`src/rtl/p_div_pkg.sv`:
```
// Shared widths, FSM encodings and iteration helper for the p_div restoring divider.
package p_div_pkg;

  localparam int unsigned DW    = 96;
  localparam int unsigned VW    = 48;
  localparam int unsigned PW    = VW + 1;
  localparam int unsigned CNT_W = 7;

  typedef logic [1:0] state_t;

  localparam state_t S_IDLE = 2'd0;
  localparam state_t S_CALC = 2'd1;
  localparam state_t S_DONE = 2'd2;

  function automatic int unsigned n_iter(input int unsigned r);
    return DW / r;
  endfunction

endpackage

```
`src/rtl/p_div_step.sv`:
```
// One combinational restoring-division step: shift P:Q left by one, subtract D when it fits.
module p_div_step
  import p_div_pkg::*;
(
  input  logic [PW-1:0] p_i,
  input  logic [DW-1:0] q_i,
  input  logic [VW-1:0] d_i,
  output logic [PW-1:0] p_o,
  output logic [DW-1:0] q_o
);

  logic [PW:0] p_sh;

  // P stays below D, so the top bit is always zero; keeping it in the compare is harmless.
  always_comb begin
    p_sh = {p_i, q_i[DW-1]};
    q_o  = {q_i[DW-2:0], 1'b0};
    p_o  = PW'(p_sh);
    if (p_sh >= (PW + 1)'(d_i)) begin
      p_o    = PW'(p_sh - (PW + 1)'(d_i));
      q_o[0] = 1'b1;
    end
  end

endmodule

```
`src/rtl/p_div.sv`:
```
// Iterative unsigned 96/48 restoring divider retiring R quotient bits per cycle,
// with a valid/ready operand handshake and a single-cycle masked result pulse.
module p_div
  import p_div_pkg::*;
#(
  parameter int unsigned R = 2
) (
  input  logic          clk,
  input  logic          rst,
  input  logic          in_valid,
  output logic          in_ready,
  input  logic [95:0]   dividend,
  input  logic [47:0]   divisor,
  output logic          out_valid,
  output logic [95:0]   quotient,
  output logic [47:0]   remainder,
  output logic          div_zero
);

  localparam int unsigned N = n_iter(R);

  if (R == 0 || (DW % R) != 0) begin : g_bad_r
    $error("p_div: R must divide 96");
  end

  state_t              state_q, state_d;
  logic [CNT_W-1:0]    cnt_q, cnt_d;
  logic [PW-1:0]       p_q, p_d;
  logic [DW-1:0]       q_q, q_d;
  logic [VW-1:0]       d_q, d_d;
  logic                in_ready_q, in_ready_d;
  logic                out_valid_q, out_valid_d;
  logic [DW-1:0]       quotient_q, quotient_d;
  logic [VW-1:0]       remainder_q, remainder_d;
  logic                div_zero_q, div_zero_d;
  logic [PW-1:0]       p_calc;
  logic [DW-1:0]       q_calc;

  // R chained restoring steps evaluated within one CALC cycle.
  for (genvar i = 0; i < int'(R); i++) begin : g_step
    logic [PW-1:0] p_in, p_out;
    logic [DW-1:0] q_in, q_out;
    if (i == 0) begin : g_first
      assign p_in = p_q;
      assign q_in = q_q;
    end else begin : g_next
      assign p_in = g_step[i-1].p_out;
      assign q_in = g_step[i-1].q_out;
    end
    p_div_step u_step (
      .p_i (p_in),
      .q_i (q_in),
      .d_i (d_q),
      .p_o (p_out),
      .q_o (q_out)
    );
  end

  assign p_calc = g_step[R-1].p_out;
  assign q_calc = g_step[R-1].q_out;

  // Next state; result outputs are loaded only on the transition into DONE.
  always_comb begin
    state_d     = state_q;
    cnt_d       = cnt_q;
    p_d         = p_q;
    q_d         = q_q;
    d_d         = d_q;
    out_valid_d = 1'b0;
    quotient_d  = '0;
    remainder_d = '0;
    div_zero_d  = 1'b0;
    case (state_q)
      S_IDLE: begin
        if (in_valid && in_ready_q) begin
          q_d   = dividend;
          d_d   = divisor;
          p_d   = '0;
          cnt_d = CNT_W'(N - 1);
          if (divisor == '0) begin
            state_d     = S_DONE;
            out_valid_d = 1'b1;
            quotient_d  = '1;
            remainder_d = dividend[VW-1:0];
            div_zero_d  = 1'b1;
          end else begin
            state_d = S_CALC;
          end
        end
      end
      S_CALC: begin
        p_d   = p_calc;
        q_d   = q_calc;
        cnt_d = cnt_q - CNT_W'(1);
        if (cnt_q == '0) begin
          state_d     = S_DONE;
          out_valid_d = 1'b1;
          quotient_d  = q_calc;
          remainder_d = p_calc[VW-1:0];
        end
      end
      S_DONE:  state_d = S_IDLE;
      default: state_d = S_IDLE;
    endcase
    in_ready_d = (state_d == S_IDLE);
  end

  always_ff @(posedge clk) begin
    if (rst) begin
      state_q     <= S_IDLE;
      cnt_q       <= '0;
      p_q         <= '0;
      q_q         <= '0;
      d_q         <= '0;
      in_ready_q  <= 1'b1;
      out_valid_q <= 1'b0;
      quotient_q  <= '0;
      remainder_q <= '0;
      div_zero_q  <= 1'b0;
    end else begin
      state_q     <= state_d;
      cnt_q       <= cnt_d;
      p_q         <= p_d;
      q_q         <= q_d;
      d_q         <= d_d;
      in_ready_q  <= in_ready_d;
      out_valid_q <= out_valid_d;
      quotient_q  <= quotient_d;
      remainder_q <= remainder_d;
      div_zero_q  <= div_zero_d;
    end
  end

  assign in_ready  = in_ready_q;
  assign out_valid = out_valid_q;
  assign quotient  = quotient_q;
  assign remainder = remainder_q;
  assign div_zero  = div_zero_q;

endmodule

```
`config.mk`:
```
export PLATFORM = sky130hd
export DESIGN_NAME = p_div
export DESIGN_NICKNAME = d
export VERILOG_FILES = /design/src/rtl/p_div_pkg.sv /design/src/rtl/p_div_step.sv /design/src/rtl/p_div.sv
export SDC_FILE = /design/constraint.sdc
export NUM_CORES = 1
export LEC_CHECK = 0
export ABC_AREA = 0
export BUFFER_PORTS_ARGS = -buffer_cell sky130_fd_sc_hd__buf_2
export CAP_MARGIN = 20
export CELL_PAD_IN_SITES_DETAIL_PLACEMENT = 2
export CELL_PAD_IN_SITES_GLOBAL_PLACEMENT = 2
export CORE_ASPECT_RATIO = 0.75
export CORE_UTILIZATION = 35
export DETAILED_ROUTE_END_ITERATION = 16
export PLACE_DENSITY_LB_ADDON = 0.1
export SYNTH_ARGS = -nofsm -noshare
export SYNTH_HDL_FRONTEND = slang
export SYNTH_HIERARCHICAL = 1
export SYNTH_SLANG_ARGS = --single-unit
export TNS_END_PERCENT = 100
```
`constraint.sdc`:
```
create_clock -name clk -period 7.2 [get_ports clk]
set_input_delay 0.36 -clock clk [delete_from_list [all_inputs] [get_ports clk]]
set_output_delay 0.36 -clock clk [all_outputs]
set_load 0.02 [all_outputs]
```
==> results.md, run 1 <==
* Actual slew at the worst max-slew pin at 1.18 ns
* PD cells at approximately 600 nW/µm²
* Crit path kind: reg2reg
* RSZ-0062 raised after global routing: no
* Synth top area share at 0.314
* Slew HR at 0.213
* Post-synthesis sequential element count at 349
* CP arrival at about 7 ns
* Count of nets after finishing at 2952
* Final ANT Viol Nets at 0
* Rows at between 70 and 80
* CP max stage delay at between 0.5 and 0.6 ns
* Final worst slack at about 0.6 ns
* Total Wirelength at 91.7 mm
* Die H at 220 µm
* Global route overflow at 0
* I/O pin count at 294
* Vias in the first global route at 20400
* Root Buffer Master: clkbuf_16
* TritonCTS Buffers at 39
* Worst Path Buf+Inv at 5
* Ys flop type: dfxtp_1
* Yosys warning count at 6
* Reg2reg start: g_step[0].p_in[31]
* DRC at 0
* Die area at 64500 µm²
* Core area at 62400 µm²
* Cell area after synthesis at approximately 22000 µm²
* Hold WS at 0.0346 ns
* Die width at 293 µm
* Top-count cell post-synth: nand2_1
* Worst setup SP type: flop
* Critical Path RT at approximately 7.7 ns
* H-tree depth at 2
* Vias post-DR at approximately 20000
* Leading area contributor after synthesis: dfxtp_1
* Initial antenna violation count at 7
* Final Cycle Share at 0.916
* CTS tree: done
* EDFF count, synth at 0
* Syn Area/Cell at between 8 and 9 µm²
* Slowest CP cell: dfxtp_1
* Cell variety after synth at 93
* Initial core utilization at 0.356
* Pins Over Slew Limit at 0
* GPL Wtd Cong at 0.964
* CP max FO at 25
* Status: complete, no violations
* Min-delay src: divisor[23]
* Via-per-instance ratio at approximately 5.5
* First-pass DRT Iterations at 5
* Longest Clk Path Bufs at 3
* Largest net degree at the start of global routing at about 150
* CTS sink cnt at 349
* Max-cap viol count at 0
* Mapped Cells at 2633
* # port buffers at approximately 300
* Final hold violations at 0
* Post-synthesis sequential area ratio at 0.314
* Final setup fails at 0
* Delay-heaviest family, CP: compound AO/OA/AOI/OAI gates
* Detail Placement HPWL at 70.1 mm
* Share of cells above drive strength 1 at 0.259
* Clk_lat worst skew at 0.58 ns
* Tot GR Track Use at 0.278
* Worst vdd ir at 0.222 mV
* Ys async rst share at 0
* First-pass GRT wire length at 135 mm
* Leakage at 9.82 nW
* Crit. End Element: flop
* Iteration-0 DRC count of the detailed router at 1436
* DR WL/cell at 25.5 µm
* Final core utilization at 0.396
* TNS Setup at 0 ns
* Final min period at 6.60 ns
* Post-route clock skew at 0.0247 ns
* Worst slack, placed at ~0.53 ns
* Worst hold-check path type: in2reg
* Crit. Startpoint: g_step[0].p_in[31]
* Synth-to-layout area growth at 11.1%
* Achievable frequency at roughly 0.15 GHz
* Syn Nets at 2880
* Commonest cells post-synth: nand2_1, dfxtp_1, a21oi_1
* Top cells by area, synth: dfxtp_1, o32ai_2, nand2_1, buf_4, ha_1
* Reg clk slew, reported paths at 0.06 ns
## routing by layer
metal / share of wire / track usage / vias up
met5: 0 / 0 / -
met4: 0.017 / 0.0541 / 0
met3: 0.075 / 0.0604 / 65
met2: 0.38 / 0.371 / 493
met1: 0.53 / 0.443 / 10100
li1: - / - / 9260
## flip-flops by register name (all words and copies together) (netlist names)
name	count
state_q	2
in_ready	1
g_step.p_in	49
cnt_q	7
remainder	48
d_q	48
div_zero	1
g_step.q_in	96
out_valid	1
quotient	96
## what timing repair did
item | 4_1_cts | 5_1_grt
buffers inserted | 0 | 0
hold endpoints to repair | 7 | 0
gates resized for setup | 0 | 2
hold buffers | 7 | 0
endpoints found under the setup margin | 0 | 3
## power by group
part	leakage, nW	switching (mW)	total [mW]	internal [mW]
clock	0.639	0.887	2.07	1.19
combinational	6.34	6.07	10.3	4.25
sequential	2.84	0.192	2.32	2.12
total	9.82	7.15	14.7	7.56
## worst register-to-register path: cells and delay by family (launching register included)
family / cells / cell delay (ns)
adders and majority gates: 2 / 0.72
buffers and inverters: 5 / 1.05
and+or+nand+nor: 9 / 1.63
DFF: 1 / 0.59
AOI/OAI and AO/OA: 11 / 2.54
## stage by stage
step | power (mW) | instance area, µm² | instances
after floorplan | 9.22 | 22200 | 2633
after global placement | 12.2 | 23300 | 3507
after detailed placement | 12.4 | 23300 | 3507
after CTS | 14.5 | 24700 | 3585
after global routing | 15.5 | 24700 | 3586
final | 14.7 | 24700 | 3591
## path summary, 6_finish.rpt
kind / to / slack (ns) / cells after the start
worst max-delay path: g_step[0].p_in[45] / 0.60 / 27
worst min register to register: g_step[0].q_in[92] / 0.47 / 2
worst min-delay path: d_q[23] / 0.03 / 3
worst max register to register: g_step[0].p_in[45] / 0.60 / 27
## layout by cell type, fill, tap and decap left out, types with 9 or more instances in the layout
cell type / count
nand2_1: 560
dfxtp_1: 349
buf_2: 292
a21oi_1: 208
o32ai_2: 130
inv_1: 117
a31oi_1: 104
ha_1: 98
buf_4: 96
nor2_1: 83
o21ai_0: 57
xnor2_1: 53
a21o_1: 48
clkbuf_16: 39
mux2_4: 37
xor2_1: 35
a21oi_2: 31
nand4_1: 27
nor3_1: 26
nand3_1: 20
nor4_1: 19
nor2b_1: 16
o21bai_1: 16
o32ai_1: 15
and3_1: 12
a211oi_1: 11
o211ai_1: 10
o31ai_1: 10
clkbuf_1: 10
clkbuf_8: 10
and2_1: 10
or3_1: 9
o21a_1: 9
## layout make-up
class / count / area, µm²
fill: 6998 / 37700
inverter: 119 / 452
timing repair buffer: 402 / 2380
clock buffer: 59 / 1150
multi-input combinational: 1794 / 12500
sequential: 349 / 6990
antenna: 6 / 15.0
tap: 850 / 1060
clock inverter: 12 / 156
## logic make-up after synthesis
kind of cell | Yosys count | synth area share
compound gates | 720 | 0.270
xor+xnor | 88 | 0.0347
fa+ha+maj | 100 | 0.0570
buf+inv | 490 | 0.127
flops | 349 | 0.314
mux | 55 | 0.0340
simple gates | 831 | 0.163
(Power assumes the default switching activity.)
==> run 2: changes to the inputs <==
==> constraint.sdc (replaced) <==
create_clock -name clk -period 8.5 [get_ports clk]
set_input_delay 0.425 -clock clk [delete_from_list [all_inputs] [get_ports clk]]
set_output_delay 0.425 -clock clk [all_outputs]
set_load 0.02 [all_outputs]
==> run 2 against run 1 <==
Against the previous run:
- utilization down 1.1 points
- wire length down 1.6%
- register-to-register slack better by 0.49 ns
- power down 19%
- count of clock-buffer cells in the layout down 5
- clock skew down 0.0075 ns
- critical path type unchanged
- critical endpoint is now g_step[0].p_in[15]
- largest power group unchanged
- highest routed layer is now met5
==> results.md, run 2 (synthesis results as in run 1) <==
* Post-CTS sizing at 0 (unchanged)
* Final core utilization at 0.384 (-0.0114)
* Most frequent cells in the layout: nand2_1, dfxtp_1, buf_2
* Final worst slack at 1.09 ns (+0.493 ns)
* Global route overflow at 0 (unchanged)
* Dpl cell area at 22700 µm² (-2.5%)
* Final hold violations at 0 (unchanged)
* Via-per-instance ratio at 5.62 (+1.2%)
* Core area at 62400 µm² (unchanged)
* Final Cycle Share at 0.871 (-0.0452)
* Status: complete, no violations
* Die H at 220 µm (unchanged)
* Commonest non-fill, non-tap cell in the layout: nand2_1
* Tot GR Track Use at 0.272 (-0.00608)
* Clock share of power at 0.146 (+0.005)
* Die width at 293 µm (unchanged)
* Largest net degree at the start of global routing at 129 (-15%)
* Hold WS at 0.0902 ns (+0.0556 ns)
* Actual slew at the worst max-slew pin at 1.16 ns (-0.0182 ns)
* I/O pin count at 294 (unchanged)
* Final ANT Viol Nets at 0 (unchanged)
* Iteration-0 DRC count of the detailed router at 1267 (-12%)
* Leakage at 9.38 nW (-4.5%)
* Slew HR at 0.225 (+0.0121)
* Total Wirelength at 90.2 mm (-1.6%)
* DR WL/cell at 25.8 µm (+1.0%)
* Root Buffer Master: clkbuf_16
* Comb power frac at 0.690 (-0.011)
* Final min period at 7.41 ns (+0.807 ns)
* # port buffers at 293 (unchanged)
* DRC at 0 (unchanged)
* CTS tree: done
* RSZ-0062 raised after global routing: no
* Share of cells above drive strength 1 at 0.236 (-0.0226)
* First-pass GRT wire length at 132 mm (-2.4%)
* Placed Instances at 3430 (-2.2%)
* Met3 routed WL at 4.83 mm (-29%)
* Design area at 24000 µm² (-2.9%)
* Post-route clock skew at 0.0172 ns (-0.00746 ns)
* Crit path kind: reg2reg
* Worst vdd ir at 0.224 mV (+0.81%)
* Initial core utilization at 0.356 (unchanged)
* Hold_buf cts at 0 (-7)
* Pins Over Slew Limit at 0 (unchanged)
* Count of nets after finishing at 2869 (-2.8%)
* Flop pwr share at 0.164 (+0.006)
* TNS Setup at 0 ns (unchanged)
* Worst hold-check path type: in2reg
* Vias post-DR at 19600 (-1.4%)
* WL met2 at 34.8 mm (-0.66%)
* Clk_lat worst skew at 0.58 ns (about the same)
* Synth-to-layout area growth at 7.87%
* Sw Share at 0.496 (+0.00970)
* Critical Path RT at 8.90 ns (+1.21 ns)
* PD cells at 496 nW/µm² (-17%)
* CP max FO at 44 (+76%)
* H-tree depth at 2 (unchanged)
* Worst slack, placed at 1.10 ns (+0.564 ns)
* WL met1 at 49.2 mm (+1.9%)
* Worst setup SP type: flop
* Top sig layer: met5
* First-pass DRT Iterations at 5 (unchanged)
* Longest Clk Path Bufs at 3 (unchanged)
* Reg clk slew, reported paths at 0.07 ns (about the same)
* TritonCTS Buffers at 40 (+2.6%)
* Switching power at 5.90 mW (-17%)
* Detail Placement HPWL at 69.1 mm (-1.5%)
* CTS sink cnt at 349 (unchanged)
* CP arrival at 7.81 ns (+0.72 ns)
* Max-cap viol count at 0 (unchanged)
* Final setup fails at 0 (unchanged)
* Final Non-Filler Cells at 3498 (-2.6%)
* Rows at 79 (unchanged)
* Vias in the first global route at 20000 (-2.0%)
* Crit. End Element: flop
* Achievable frequency at 0.135 GHz (-11%)
* Die area at 64500 µm² (unchanged)
* Post-CTS setup repair buffer count at 0 (unchanged)
* Initial antenna violation count at 4 (-3)
* GPL Wtd Cong at 0.901 (-6.6%)
* Power Total at 11.9 mW (-19%)
* Internal power at 6.00 mW (-21%)
run 2: final cells by class:
type | count | area [µm²]
Antenna cell | 3 | 7.51
Clock buffer | 54 | 1100
Clock inverter | 11 | 169
Fill cell | 7055 | 38400
Inverter | 119 | 452
Multi-Input combinational cell | 1794 | 12500
Sequential cell | 349 | 6990
Tap cell | 850 | 1060
Timing Repair Buffer | 318 | 1720
run 2: final timing paths:
kind | startpoint | cells past startpoint | slack, ns | endpoint
setup / recovery | g_step[0].p_in[42] | 24 | 1.09 | g_step[0].p_in[15]
hold / removal | divisor[34] | 3 | 0.09 | d_q[34]
setup reg to reg | g_step[0].p_in[42] | 24 | 1.09 | g_step[0].p_in[15]
hold reg to reg | g_step[0].q_in[45] | 2 | 0.47 | g_step[0].q_in[45]
run 2: metal layers:
| layer | global-route usage | vias up |
|---|---|---|
| met5 | 0 | - |
| met4 | 0.0522 | 2 |
| met3 | 0.0451 | 72 |
| met2 | 0.364 | 512 |
| met1 | 0.441 | 9973 |
| li1 | - | 9083 |
run 2: critical path: stages (launching register included):
cell,delay (ns)
dfxtp_1,0.45
ha_1,0.54
nand4_1,0.24
or2_1,0.34
nor4_1,0.34
and3b_1,0.24
nor4_1,0.06
o211ai_1,0.12
o21ba_4,0.22
inv_4,0.41
mux2_1,0.40
ha_1,0.38
a21oi_2,0.24
o221ai_2,0.19
a211oi_4,0.45
o211ai_2,0.17
a21oi_4,0.26
o2bb2ai_2,0.12
o31ai_4,0.47
o21a_1,0.41
inv_4,0.28
buf_12,0.26
mux2_4,0.32
nand2_1,0.14
a21oi_1,0.09
run 2: power by group through the flow:
| stage | registers, mW | logic, mW | clock network (mW) |
|---|---|---|---|
| 6_report | 1.95 | 8.21 | 1.73 |
| 4_1_cts | 1.95 | 8.08 | 1.78 |
| 3_3_place_gp | 1.98 | 7.98 | 0 |
| 2_1_floorplan | 1.96 | 5.85 | 0 |
| 3_5_place_dp | 1.98 | 8.04 | 0 |
| 5_1_grt | 1.97 | 8.71 | 1.85 |
==> run 3: changes to the inputs <==
--- a/config.mk
+++ b/config.mk
@@ -11,7 +11,7 @@
 export CELL_PAD_IN_SITES_DETAIL_PLACEMENT = 2
 export CELL_PAD_IN_SITES_GLOBAL_PLACEMENT = 2
 export CORE_ASPECT_RATIO = 0.75
-export CORE_UTILIZATION = 35
+export CORE_UTILIZATION = 30
 export DETAILED_ROUTE_END_ITERATION = 16
 export PLACE_DENSITY_LB_ADDON = 0.1
 export SYNTH_ARGS = -nofsm -noshare
==> run 3 against run 2 <==
Against the previous run:
- maximum frequency down 2.6%
- clock skew up 0.0060 ns
- register-to-register slack worse by 0.20 ns
- worst hold slack worse by 0.0039 ns
- cell area rose by 1.3%
- sequential power about the same
- via count is 0.96% lower
- die area is 17% higher
- non-clock buffer count down 2
- global-route usage shrank 3.5 points
- critical endpoint is now remainder[9]
==> results.md, run 3 (synthesis results as in run 1) <==
* Status: complete, no violations
* Tot GR Track Use at 0.237 (-0.0347)
* Crit. End Element: flop
* Iteration-0 DRC count of the detailed router at 1181 (-6.8%)
* Commonest non-fill, non-tap cell in the layout: nand2_1
* Crit path kind: reg2reg
* Initial antenna violation count at 3 (-1)
* Power Total at 12.0 mW (+1.3%)
* Synth-to-layout area growth at 9.26%
* Detail Placement HPWL at 69.4 mm (+0.53%)
* Worst path depth at 26 (+8.3%)
* Worst hold-check path type: in2reg
* Reg2reg end: remainder[9]
* Placed Instances at 3545 (+3.4%)
* Worst setup SP type: flop
* TritonCTS Buffers at 42 (+5.0%)
* Die H at 238 µm (+7.9%)
* Max-cap viol count at 0 (unchanged)
* Worst vdd ir at 0.204 mV (-8.7%)
* PD cells at 496 nW/µm² (about the same)
* Count of nets after finishing at 2869 (unchanged)
* Worst Path Buf+Inv at 5 (+2)
* Dpl cell area at 22800 µm² (+0.58%)
* Vias in the first global route at 20100 (+0.34%)
* Final setup fails at 0 (unchanged)
* CP max FO at 36 (-18%)
* Final core utilization at 0.331 (-0.0535)
* Final hold violations at 0 (unchanged)
* Global route overflow at 0 (unchanged)
* Flop pwr share at 0.162 (-0.002)
* Critical Path RT at 8.93 ns (+0.03 ns)
* Switching power at 5.97 mW (+1.2%)
* CP arrival at 8.03 ns (+0.22 ns)
* Clk_lat worst skew at 0.60 ns (+0.02 ns)
* Final Cycle Share at 0.895 (+0.0236)
* Post-CTS sizing at 0 (unchanged)
* Reg2reg start: d_q[9]
* Crit. Startpoint: d_q[9]
* Total Wirelength at 91.1 mm (+0.94%)
* Most frequent cells in the layout: nand2_1, dfxtp_1, buf_2
* # port buffers at 293 (unchanged)
* Internal power at 6.08 mW (+1.3%)
* First-pass DRT Iterations at 5 (unchanged)
* Reg clk slew, reported paths at 0.06 ns (about the same)
* Pins Over Slew Limit at 0 (unchanged)
* CP max stage delay at 0.49 ns (-0.05 ns)
* RSZ-0062 raised after global routing: no
* Root Buffer Master: clkbuf_16
* Delay-heaviest family, CP: compound AO/OA/AOI/OAI gates
* Core area at 73400 µm² (+18%)
* Die width at 316 µm (+8.0%)
* Achievable frequency at 0.131 GHz (-2.6%)
* CTS tree: done
* Post-route clock skew at 0.0232 ns (+0.00600 ns)
* Share of cells above drive strength 1 at 0.239 (+0.00279)
* Vias post-DR at 19500 (-0.96%)
* Via-per-instance ratio at 5.36 (-4.5%)
* Final min period at 7.61 ns (+0.201 ns)
* GPL Wtd Cong at 0.871 (-3.3%)
* Final ANT Viol Nets at 0 (unchanged)
* R2r setup slk at 0.89 ns (-0.20 ns)
* Comb power frac at 0.681 (-0.009)
* Rows at 86 (+8.9%)
* Largest net degree at the start of global routing at 132 (+2.3%)
* Filler Cells Inserted at 8332 (+18%)
* Hold WS at 0.0863 ns (-0.00391 ns)
* Final worst slack at 0.894 ns (-0.201 ns)
* Crit path to: remainder[9]
* Sw Share at 0.495 (about the same)
* I/O pin count at 294 (unchanged)
* DRC at 0 (unchanged)
* Actual slew at the worst max-slew pin at 1.16 ns (-0.000295 ns)
* Post-CTS setup repair buffer count at 0 (unchanged)
* Initial core utilization at 0.303 (-0.0535)
* Longest Clk Path Bufs at 3 (unchanged)
* Slowest CP cell: nor4b_4
* Leakage at 9.45 nW (+0.71%)
* Hold_buf cts at 0 (unchanged)
* CTS sink cnt at 349 (unchanged)
* DR WL/cell at 25.1 µm (-2.7%)
* Clock share of power at 0.157 (+0.011)
* Final Non-Filler Cells at 3627 (+3.7%)
* First-pass GRT wire length at 134 mm (+1.1%)
* TNS Setup at 0 ns (unchanged)
* Design area at 24300 µm² (+1.3%)
* H-tree depth at 2 (unchanged)
* R2r worst-path depth at 26 (+8.3%)
* Die area at 75200 µm² (+17%)
* Slew HR at 0.225 (about the same)
* Worst slack, placed at 0.946 ns (-0.152 ns)
==> run 3: cell types whose count changed in the layout (fill, tap and decap cells not counted) <==
cell        before  now
buf_16           0    2
inv_16           1    0
buf_12           5    4
clkinvlp_4       2    5
clkbuf_1         9   10
buf_4           20   17
inv_6            0    1
clkbuf_16       40   42
clkbuf_8         5   11
clkinv_2         2    4
clkinv_4         2    1
==> run 3: worst min-delay path by stage <==
stage	slack, ns	cells past startpoint	from	end
after global placement	0.45	2	g_step[0].q_in[43]	g_step[0].q_in[43]
after global routing	0.07	3	divisor[42]	d_q[42]
after detailed placement	0.46	2	g_step[0].q_in[18]	g_step[0].q_in[18]
after floorplan	0.44	1	cnt_q[5]	cnt_q[5]
final	0.09	3	divisor[38]	d_q[38]
after CTS	0.04	3	divisor[38]	d_q[38]
==> run 3: per-layer routing <==
metal  GRT usage  vias to the layer above  wire [µm]
met1       0.389                     9862      50200
li1            -                     9107          -
met4      0.0487                        2       1500
met2       0.321                      402      35500
met3      0.0263                       81       3900
met5           0                        -         13
==> run 3: layout make-up <==
class	count	area, µm²	share of cell area
clock buffer	63	1240	0.0511
sequential	349	6990	0.288
antenna	3	7.51	0.000309
clock inverter	15	181	0.00747
multi-input combinational	1794	12500	0.514
inverter	119	452	0.0186
timing repair buffer	316	1740	0.0715
tap	968	1210	0.0499
==> run 3: power groups by stage <==
stage	Clock [mW]	Combinational (mW)	Sequential [mW]
final	1.89	8.21	1.96
after CTS	1.94	8.10	1.95
after global routing	2.01	8.76	1.97
after global placement	0	7.95	1.98
after detailed placement	0	8.05	1.99
after floorplan	0	5.85	1.96
==> run 3: worst reg2reg max path: cells and delay by family, from the launching register on <==
kind                     cells  cell delay [ns]
AO/OA/AOI/OAI               12             2.93
adder cells (fa/ha/maj)      2             0.91
buffers and inverters        5             1.13
flip-flops                   1             0.37
multiplexers                 2             0.79
AND/OR/NAND/NOR              5             1.30
